==> src/rtl/plab4_net_router_output_ctrl_pkg.sv <==
// -----------------------------------------------------------------------------
// plab4_net_router_output_ctrl_pkg
//   Shared definitions for the ring-router output controller:
//   - route codes produced by the greedy route-compute stage
//   - output-controller FSM state encodings
//   - small mod-3 helpers for the three-input round-robin pointer
// -----------------------------------------------------------------------------
package plab4_net_router_output_ctrl_pkg;

    // Route codes (shared with the route-compute stage)
    localparam logic [1:0] ROUTE_PREV = 2'b00;
    localparam logic [1:0] ROUTE_NEXT = 2'b01;
    localparam logic [1:0] ROUTE_TERM = 2'b10;
    localparam logic [1:0] ROUTE_NONE = 2'b11;  // never matches any output

    // Output controller FSM states
    localparam logic FSM_IDLE = 1'b0;
    localparam logic FSM_HOLD = 1'b1;

    // Input index increment, wrapping 2 -> 0. A stray 3 maps back to 0.
    function automatic logic [1:0] inc_mod3(input logic [1:0] x);
        return (x >= 2'd2) ? 2'd0 : x + 2'd1;
    endfunction

    // One-hot encode an input index (index 3 has no input -> zero).
    function automatic logic [2:0] onehot3(input logic [1:0] x);
        logic [2:0] r;
        case (x)
            2'd0:    r = 3'b001;
            2'd1:    r = 3'b010;
            2'd2:    r = 3'b100;
            default: r = 3'b000;
        endcase
        return r;
    endfunction

endpackage

==> src/rtl/plab4_net_router_output_ctrl_round_robin_arb3.sv <==
// -----------------------------------------------------------------------------
// plab4_net_router_output_ctrl_round_robin_arb3
//   Purely combinational 3-way round-robin arbiter. Search starts at prio_ptr
//   and proceeds prio_ptr+1, prio_ptr+2 (mod 3); first requester wins.
//
// Ports:
//   req        in  3  request per input
//   prio_ptr   in  2  highest-priority input index (0..2)
//   grant      out 3  one-hot winner (zero when no request)
//   grant_idx  out 2  winner index (0 when no request)
//   grant_val  out 1  any request present
// -----------------------------------------------------------------------------
module plab4_net_router_output_ctrl_round_robin_arb3
    import plab4_net_router_output_ctrl_pkg::*;
(
    input  logic [2:0] req,
    input  logic [1:0] prio_ptr,
    output logic [2:0] grant,
    output logic [1:0] grant_idx,
    output logic       grant_val
);

    always_comb begin
        logic [1:0] cand;
        cand      = (prio_ptr == 2'd3) ? 2'd0 : prio_ptr;
        grant_val = 1'b0;
        grant_idx = 2'd0;
        for (int k = 0; k < 3; k++) begin
            if (!grant_val && req[cand]) begin
                grant_val = 1'b1;
                grant_idx = cand;
            end
            cand = inc_mod3(cand);
        end
        grant = grant_val ? onehot3(grant_idx) : 3'b000;
    end

endmodule

==> src/rtl/plab4_net_router_output_ctrl.sv <==
// -----------------------------------------------------------------------------
// plab4_net_router_output_ctrl
//   Output-port controller for one output of a one-way ring router. Arbitrates
//   among prev/next/term inputs whose route code targets this output, drives
//   the crossbar select and the val/rdy handshake downstream. Grants are
//   round-robin and held (HOLD state) until the downstream handshake completes.
//
// Ports:
//   clk       in  1  clock
//   reset     in  1  synchronous active-high reset
//   domain    in  1  security label only; no effect on logic
//   in_val    in  3  per-input valid (0=prev, 1=next, 2=term)
//   in_route  in  6  per-input route code, bits [2i+1:2i] for input i
//   out_rdy   in  1  downstream ready
//   out_val   out 1  downstream valid
//   xbar_sel  out 2  crossbar select = granted input index
//   grants    out 3  one-hot transfer strobe per input (zero if no transfer)
// -----------------------------------------------------------------------------
module plab4_net_router_output_ctrl
    import plab4_net_router_output_ctrl_pkg::*;
#(
    parameter logic [1:0] p_output_port = ROUTE_NEXT,
    parameter int         p_num_inputs  = 3
)(
    input  logic                      clk,
    input  logic                      reset,
    input  logic                      domain,
    input  logic [p_num_inputs-1:0]   in_val,
    input  logic [2*p_num_inputs-1:0] in_route,
    input  logic                      out_rdy,
    output logic                      out_val,
    output logic [1:0]                xbar_sel,
    output logic [p_num_inputs-1:0]   grants
);

    // Label-only input; keep it connected so the port is not flagged dangling.
    logic unused_domain;
    assign unused_domain = domain;

    // Per-input request for this output
    logic [2:0] req;
    for (genvar i = 0; i < 3; i++) begin : g_req
        assign req[i] = in_val[i] && (in_route[2*i +: 2] == p_output_port);
    end

    // State
    logic       fsm,        fsm_next;
    logic [1:0] prio_ptr,   prio_ptr_next;
    logic [1:0] locked_sel, locked_sel_next;

    // Round-robin winner for the IDLE state
    logic [2:0] arb_grant;
    logic [1:0] arb_idx;
    logic       arb_val;

    plab4_net_router_output_ctrl_round_robin_arb3 u_arb (
        .req       (req),
        .prio_ptr  (prio_ptr),
        .grant     (arb_grant),
        .grant_idx (arb_idx),
        .grant_val (arb_val)
    );

    logic locked_req;
    assign locked_req = req[locked_sel];

    always_comb begin
        out_val         = 1'b0;
        xbar_sel        = 2'd0;
        grants          = '0;
        fsm_next        = fsm;
        prio_ptr_next   = prio_ptr;
        locked_sel_next = locked_sel;

        // Outputs are forced quiet during reset; state is cleared in always_ff.
        if (!reset) begin
            if (fsm == FSM_IDLE) begin
                if (arb_val) begin
                    out_val  = 1'b1;
                    xbar_sel = arb_idx;
                    if (out_rdy) begin
                        grants        = arb_grant;
                        prio_ptr_next = inc_mod3(arb_idx);
                    end else begin
                        // Downstream stalled: lock this winner until it drains
                        locked_sel_next = arb_idx;
                        fsm_next        = FSM_HOLD;
                    end
                end
            end else begin
                // HOLD: the locked input owns the output regardless of others
                out_val  = locked_req;
                xbar_sel = locked_sel;
                if (!locked_req) begin
                    // Upstream withdrew valid: abandon the lock, no transfer,
                    // pointer left where it was.
                    fsm_next = FSM_IDLE;
                end else if (out_rdy) begin
                    grants        = onehot3(locked_sel);
                    prio_ptr_next = inc_mod3(locked_sel);
                    fsm_next      = FSM_IDLE;
                end
            end
        end
    end

    always_ff @(posedge clk) begin
        if (reset) begin
            fsm        <= FSM_IDLE;
            prio_ptr   <= 2'd0;
            locked_sel <= 2'd0;
        end else begin
            fsm        <= fsm_next;
            prio_ptr   <= prio_ptr_next;
            locked_sel <= locked_sel_next;
        end
    end

endmodule

==> config.mk <==
export PLATFORM = sky130hd
export DESIGN_NAME = plab4_net_router_output_ctrl
export DESIGN_NICKNAME = d
export VERILOG_FILES = /design/src/rtl/plab4_net_router_output_ctrl_pkg.sv /design/src/rtl/plab4_net_router_output_ctrl_round_robin_arb3.sv /design/src/rtl/plab4_net_router_output_ctrl.sv
export SDC_FILE = /design/constraint.sdc
export NUM_CORES = 1
export LEC_CHECK = 0
export ABC_AREA = 1
export BUFFER_PORTS_ARGS = -buffer_cell sky130_fd_sc_hd__buf_2
export CORE_MARGIN = 5
export CORE_UTILIZATION = 45
export DETAILED_ROUTE_END_ITERATION = 10
export PLACE_DENSITY = 0.77
export SYNTH_ARGS = -nofsm -noshare
export SYNTH_HDL_FRONTEND = slang
export SYNTH_SLANG_ARGS = --single-unit
==> constraint.sdc <==
create_clock -name clk -period 2.05 [get_ports clk]
set_input_delay 0.41 -clock clk [delete_from_list [all_inputs] [get_ports clk]]
set_output_delay 0.41 -clock clk [all_outputs]
set_load 0.05 [all_outputs]
* Yosys cells after proc, flatten, opt, wreduce, memory -nomap -nowiden *
Index checks and enable logic that the tools add are counted.

operators by class
  add/sub/neg operators = 4
  magnitude comparators = 8
  eq/ne operators = 9
  mux-type cells = 42
  bitwise operators = 2
  reduce and logical (&&, ||, !) cells = 12

operator list
  operator               number
  $mux W2                16
  $mux W3                6
  $pmux W3 S3            2
  $mux W1                14
  $lt A2 B3 Y1 const B   4
  $eq A2 B1 Y1 const B   5
  $add A2 B1 Y2 const B  4
  $bmux W1 S2            4
  $ge A2 B2 Y1 const B   4
  $eq A2 B2 Y1 const B   3
  $reduce_and A3 Y1      2
  $logic_and A1 B1 Y1    5
  $logic_not A2 Y1       2
  $logic_not A1 Y1       2
  $ne A2 B1 Y1 const B   1
  $not A1 Y1             2
  $reduce_bool A2 Y1     1

word-level totals
  flip-flop bits (word level) = 5
  word-level logic and storage cells = 80

* Longest topological paths before layout *
Gate-level depths: netlist (run 1).

  depth after elaboration = 17
  mapped depth = 13

* Modules after synthesis *
From an unflattened synthesis (run 1), not the netlist that was laid out.

second synthesis, totals
  cell total of the unflattened synthesis = 113
  area, all modules = 619.3 um2

modules (own cells, without submodules)
  module                                         times used  cells an instance  area an instance (um2)
  plab4_net_router_output_ctrl                   1           71                 394.1
  plab4_net_router_output_ctrl_round_robin_arb3  1           42                 225.2

* Worst setup path after synthesis (run 1) *
Ideal clock, no wire load.

  kind = register to output
  from = register prio_ptr[0]
  to = output port grants[0]
  arrival = 2.162 ns
  slack = -0.522 ns
  cell stages (with the launch flop) = 14
  cells stage by stage = dfxtp_1 > inv_1 > ha_1 > inv_2 > nand2_2 > nand3_2 > nand2_4 > nand2_1 > nand2_1 > nand2_2 > nand2_4 > nand2_1 > nand2_1 > a21oi_1

between the ends
  longest elaborated chain between the ends = 17
  elaborated cells between the ends (all ways) = 32
  those cells by class = add/sub: 2; order compare: 2; eq/ne: 3; mux: 20; reduce/logical: 5

RTL lines
  element                                                 line                                                 RTL
  start: declaration                                      plab4_net_router_output_ctrl.sv:48                   logic [1:0] prio_ptr, prio_ptr_next;
  start signal: assignment                                plab4_net_router_output_ctrl.sv:114                  prio_ptr <= prio_ptr_next;
  $eq A2 B2 Y1                                            plab4_net_router_output_ctrl_round_robin_arb3.sv:25  cand = (prio_ptr == 2'd3) ? 2'd0 : prio_ptr;
  $mux W2 (*)                                             plab4_net_router_output_ctrl_round_robin_arb3.sv:25
  branches (longest 12 deep; another with $add A2 B1 Y2)  -
  $mux W3 (*)                                             plab4_net_router_output_ctrl.sv:78                   if (arb_val) begin
  $mux W3 (*)                                             plab4_net_router_output_ctrl.sv:77                   if (fsm == FSM_IDLE) begin
  $mux W3 (*)                                             plab4_net_router_output_ctrl.sv:76                   if (!reset) begin
  end: declaration                                        plab4_net_router_output_ctrl.sv:33                   output logic [p_num_inputs-1:0] grants

Every way passes the cells marked *. The select of a mux whose other input is x is not followed.

* Worst setup path after layout (run 1) *
Same ends and word-level chain as after synthesis.

==> results of run 1 <==
worst register-to-register path, stage by stage, from the launching register on:
cell	delay (ps)
dfxtp_4	360
inv_4	50
ha_4	260
inv_6	80
nand2_4	60
nand3_4	100
nand2_8	80
nand2_4	100
nand2_4	60
nand2_4	80
nand2_4	80
buf_4	140
buf_4	130
a21oi_1	150
nor2_1	50
layout by cell type (no fill, tap or decap), drive strengths merged:
cell type,netlist,layout
clkbuf,1,4
nand4,2,2
nor2,11,11
inv,20,21
o211ai,1,1
a21oi,9,9
dfxtp,5,5
nand2,48,48
ha,4,4
buf,0,39
a21boi,1,1
nor3,1,1
nand3,20,20
o21ai,5,5
flip-flops by register name, summed over array words and instances, names as in the netlist:
signal,cells
locked_sel,2
prio_ptr,2
fsm,1
power breakdown:
group / internal (W) / total, W / switching, W
Clock: 0.0000735 / 0.000112 / 0.0000385
Combinational: 0.000829 / 0.00196 / 0.00113
Sequential: 0.000137 / 0.000190 / 0.0000533
Total: 0.00104 / 0.00226 / 0.00122
cells by family after synthesis:
kind of cell    count (synthesis)
compound gates                 16
simple gates                   82
flops                           5
buf+inv                        22
fa+ha+maj                       4
cell usage after synthesis:
cell / number
nand2_4: 2
nor3_1: 1
nand2_1: 42
nand3_1: 12
o21ai_0: 2
dfxtp_1: 5
o21ai_1: 3
o211ai_1: 1
inv_1: 17
a21boi_1: 1
clkinv_1: 1
a21oi_1: 9
nand2_2: 4
nor2_4: 2
nor2_1: 9
ha_1: 4
nand4_1: 2
inv_2: 3
nand3_2: 8
clkbuf_1: 1
stage by stage:
step                power [W]  cells
global placement      0.00151    174
global route          0.00245    187
finish                0.00226    187
CTS                   0.00196    182
detailed placement    0.00153    174
floorplan             0.00115    129
what timing repair did:
action,CTS,global route
setup endpoints to repair,6,7
buffers inserted,4,5
pin swaps,10,16
gates cloned,0,0
resized for setup,36,23
metal layers:
layer  GRT usage, %  vias up  share of wire, %
li1               -      498                 -
met1           21.2      470                39
met2           33.1       25                56
met3           2.66        7               2.9
met4           8.94        0               2.6
met5              0        -                 0
how the worst min path moves through the flow:
stage / from / end / slack (ps) / cells after the start
after floorplan: locked_sel[0] / locked_sel[0] / 460 / 2
after global placement: locked_sel[0] / locked_sel[0] / 490 / 2
after detailed placement: locked_sel[0] / locked_sel[0] / 500 / 2
after CTS: reset / locked_sel[1] / 350 / 2
after global routing: reset / locked_sel[1] / 350 / 2
final: reset / locked_sel[1] / 360 / 2
layout make-up:
cell class | count | share of cell area [%]
clock buffer | 4 | 2.01
inverter | 21 | 6.61
multi-input combinational | 102 | 59.5
sequential | 5 | 8.05
tap | 16 | 1.53
timing repair buffer | 39 | 22.3
==> run metrics, run 1 <==
final core utilization=85.7%; Starting Density=48.4%; DIE WIDTH=50.5 um; Post-Synthesis Cell Area=737 um^2; gpl congestion=0.899; Post-Synth XOR/XNOR Area=0%; Critical Path End=grants[0]; Slew HR=79.2%; area leader, netlist=nand2_1; Clock Tree Root=clkbuf_4; synthesized instance count=129; syn avg cell area=5.71 um^2; register area=105 um^2; Post-Synth Simple-Gate Area=56.9%; worst endpoint data arrival time=1970 ps; clock slew at reported path FFs=40 ps; P_leak=0.655 nW; hold_ws=358 ps; Worst setup SP type=flop; multi-input logic area=777 um^2; Critical R2R Launch=prio_ptr[0]; number of synthesized register bits=5; Period minus WS final=2380 ps; WL per Instance=13.4 um; Final #Nets=189; syn_nets=146; final hold violation count=0; failing checks=negative setup slack; initial antenna violation count=0; CP Max Fanout=4; Worst path max stage delay=360 ps; global-route wire length before repair=3.78 mm; WL final=2.50 mm; CTS Sinks=5; MaxCap Viol Count=0; Worst R2R Setup Slack=180 ps; CTS tree=done; post-synthesis adder-cell area fraction=6.79%; Crit Reg-Reg Endpoint=prio_ptr[1]; PortBufs=17; core area=1520 um^2; fmax=420 MHz; Tot GR Track Use=18.6%; largest net degree at the start of global routing=11; total die area=2550 um^2; Hold Path Class=primary input to flop; critical path endpoint category=primary output; CTS Buf Count=3; Buf/Inv on CP=4; R2R depth=14; clk buf depth=2; H-tree depth=1; Cell Area, Placed=992 um^2; Clock Latency Late Sink=240 ps; ant diodes=0; power density cells=1730 nW/um^2; Peak VDD IR=1.31 mV; Residual DRC=0; first-pass iteration count of the detailed router=4; dpl ws=-145 ps; Die H=50.5 um; Layout Skew=1.48 ps; post-synth top area share=21.4%; slowest CP cell=dfxtp_4; RSZ-0062 raised after global routing=true; Synth Area in Compound Gates=11.5%; Site Rows=14; area grow syn2layout=77.2%; final worst path period share=116%; main combinational cell family by area after synthesis=simple AND/OR/NAND/NOR gates; Ports=19; initial DRC count=15; hpwl dp=1.55 mm; post-route ant nets=0; CP most frequent cell=nand2_2; Critical Path RT=1640 ps; vias=1000; Max Slew Vio Count=0; Filler cells=83; Top Family by Delay on Critical Path=simple AND/OR/NAND/NOR gates; GRT Residual Overflow=0; vias per cell=5.35; Cell Chain, Critical Path=inv_4 -> ha_4 -> inv_6 -> nand2_4 -> nand2_2 -> nand2_2 -> nand2_1 -> nand4_1 -> buf_4 -> nand3_4 -> a21oi_4 -> buf_6; post-synthesis mux area share=0%; YS warnings=0; top cells by area, synth=nand2_1, dfxtp_1, nand3_2; kind of critical path=flop to primary output; final instance area=1310 um^2; register area share after synthesis=13.6%; Synth cell types=20; vias in the first global route=927; final setup violation count=6; Setup crit start=prio_ptr[0]; final worst slack=-332 ps; CTS Hold Bufs=0; layout cells sized above 1=56.7%; outcome=finished, violations left; TNS Setup=-1820 ps; measured slew at the worst slew-check pin=312 ps; WP depth=12
Power figures use the tool's default switching activity.
==> run 2: changes to the inputs <==
==> constraint.sdc (replaced) <==
create_clock -name clk -period 2.5 [get_ports clk]
set_input_delay 0.5 -clock clk [delete_from_list [all_inputs] [get_ports clk]]
set_output_delay 0.5 -clock clk [all_outputs]
set_load 0.05 [all_outputs]
==> run 2 against run 1 <==
Against the previous run: the flow now finishes without violations; design area shrank 19%; hold slack gained 85 ps; critical path type unchanged; clock power shrank 21%; via count shrank 11%; largest cell class unchanged; highest routed layer unchanged; sequential cell count is the same; largest power group unchanged; critical endpoint is now grants[2]; combinational power shrank 37%.
==> run metrics, run 2 (same netlist as run 1, synthesis figures left out) <==
CTS tree=done; Tot GR Track Use=13.5%; CTS Hold Bufs=0; ant diodes=0; Clock Tree Root=clkbuf_4; H-tree depth=1; fmax=409 MHz; largest registers=locked_sel (2), prio_ptr (2), fsm (1); power density cells=1400 nW/um^2; Die H=50.5 um; area grow syn2layout=43.5%; first-pass iteration count of the detailed router=4; CTS Buf Count=3; initial DRC count=27; Worst setup SP type=flop; Peak VDD IR=0.822 mV; vias per cell=5.20; final worst slack=57.8 ps; CP Max Fanout=5; slowest CP cell=dfxtp_4; final instance area=1060 um^2; Critical Path RT=2000 ps; measured slew at the worst slew-check pin=259 ps; Cell Chain, Critical Path=inv_4 -> ha_4 -> inv_4 -> nand2_4 -> nand3_2 -> nand2_4 -> nand2_1 -> nand2_1 -> nand2_2 -> nand3_2 -> nand2_2 -> a21oi_2 -> buf_6; dpl ws=97.4 ps; Tot Pwr=0.00148 W; largest net degree at the start of global routing=11; Starting Density=48.4%; CTS Sinks=5; Top Family by Delay on Critical Path=simple AND/OR/NAND/NOR gates; outcome=complete, no violations; WL final=1.99 mm; hpwl dp=1.39 mm; critical path endpoint category=primary output; commonest non-fill, non-tap cells in the layout=nand2_1, inv_1, buf_2; Period minus WS final=2440 ps; final setup violation count=0; register area=108 um^2; Worst path max stage delay=370 ps; Site Rows=14; most common cell after layout, fill and taps aside=nand2_1; RSZ-0062 raised after global routing=true; Ports=19; kind of critical path=flop to primary output; GRT Residual Overflow=0; clk buf depth=2; PortBufs=17; layout cells sized above 1=44.2%; Slew HR=82.7%; Hold Path Class=primary input to flop; post-route ant nets=0; Cell Area, Placed=850 um^2; vias=894; Layout Skew=1.92 ps; Clock Latency Late Sink=230 ps; Final #Nets=174; vias in the first global route=719; clock slew at reported path FFs=40 ps; P_leak=0.541 nW; core area=1520 um^2; final hold violation count=0; WL per Instance=11.6 um; gpl congestion=0.882; total die area=2550 um^2; multi-input logic area=651 um^2; DIE WIDTH=50.5 um; initial antenna violation count=0; Filler cells=120; final worst path period share=97.7%; Buf/Inv on CP=3; Residual DRC=0; Max Slew Vio Count=0; worst endpoint data arrival time=1940 ps; global-route wire length before repair=2.82 mm; MaxCap Viol Count=0
## run 2: worst register-to-register path, delay by kind of cell, from the launching register on
kind,cells,cell delay [ps]
and+or+nand+nor,8,600
DFF,1,370
adders and majority gates,1,300
AOI/OAI and AO/OA,1,130
buffers and inverters,3,310
## run 2: report_power, final
group / leakage [nW] / internal (W) / switching [W]
logic: 0.484 / 0.000470 / 0.000766
clock network: 0.0150 / 0.0000600 / 0.0000284
registers: 0.0423 / 0.000114 / 0.0000450
total: 0.541 / 0.000644 / 0.000839
## run 2: worst paths after layout
path / start / to / slack, ps / cells after the start
setup reg to reg: prio_ptr[0] / prio_ptr[1] / 680 / 13
hold reg to reg: locked_sel[0] / locked_sel[0] / 500 / 2
hold / removal: reset / locked_sel[1] / 440 / 2
setup / recovery: prio_ptr[0] / grants[2] / 60 / 13
## run 2: final cells by class
cell class | count | share of cell area [%]
clock buffers | 4 | 2.49
inverters | 21 | 7.93
multi-input cells | 102 | 61.5
flip-flops and latches | 5 | 10.2
well taps | 16 | 1.89
repair buffers | 24 | 16.0
## run 2: metrics by stage
step | utilization [%] | instances | hold WS, ps | setup TNS [ps]
final | 69.4 | 172 | 443 | 0
after global routing | 69.4 | 172 | 440 | -261
after CTS | 59.7 | 165 | 435 | 0
after detailed placement | 55.7 | 161 | 492 | 0
after global placement | 55.7 | 161 | 488 | 0
after floorplan | - | 129 | 462 | 0
## run 2: layer usage
metal	part of all wire, %	vias up	routed length (um)	global-route usage [%]
met2	52	33	1040	22.9
li1	-	467	-	-
met4	2.5	0	49	3.83
met1	39	386	773	17.7
met5	0	-	0	0
met3	6.4	8	128	1.78
## run 2: timing repair
action                     in CTS  in global routing
pin swaps                       0                 14
gates resized for setup         9                 31
setup endpoints to repair       5                  6
buffers inserted                0                  7
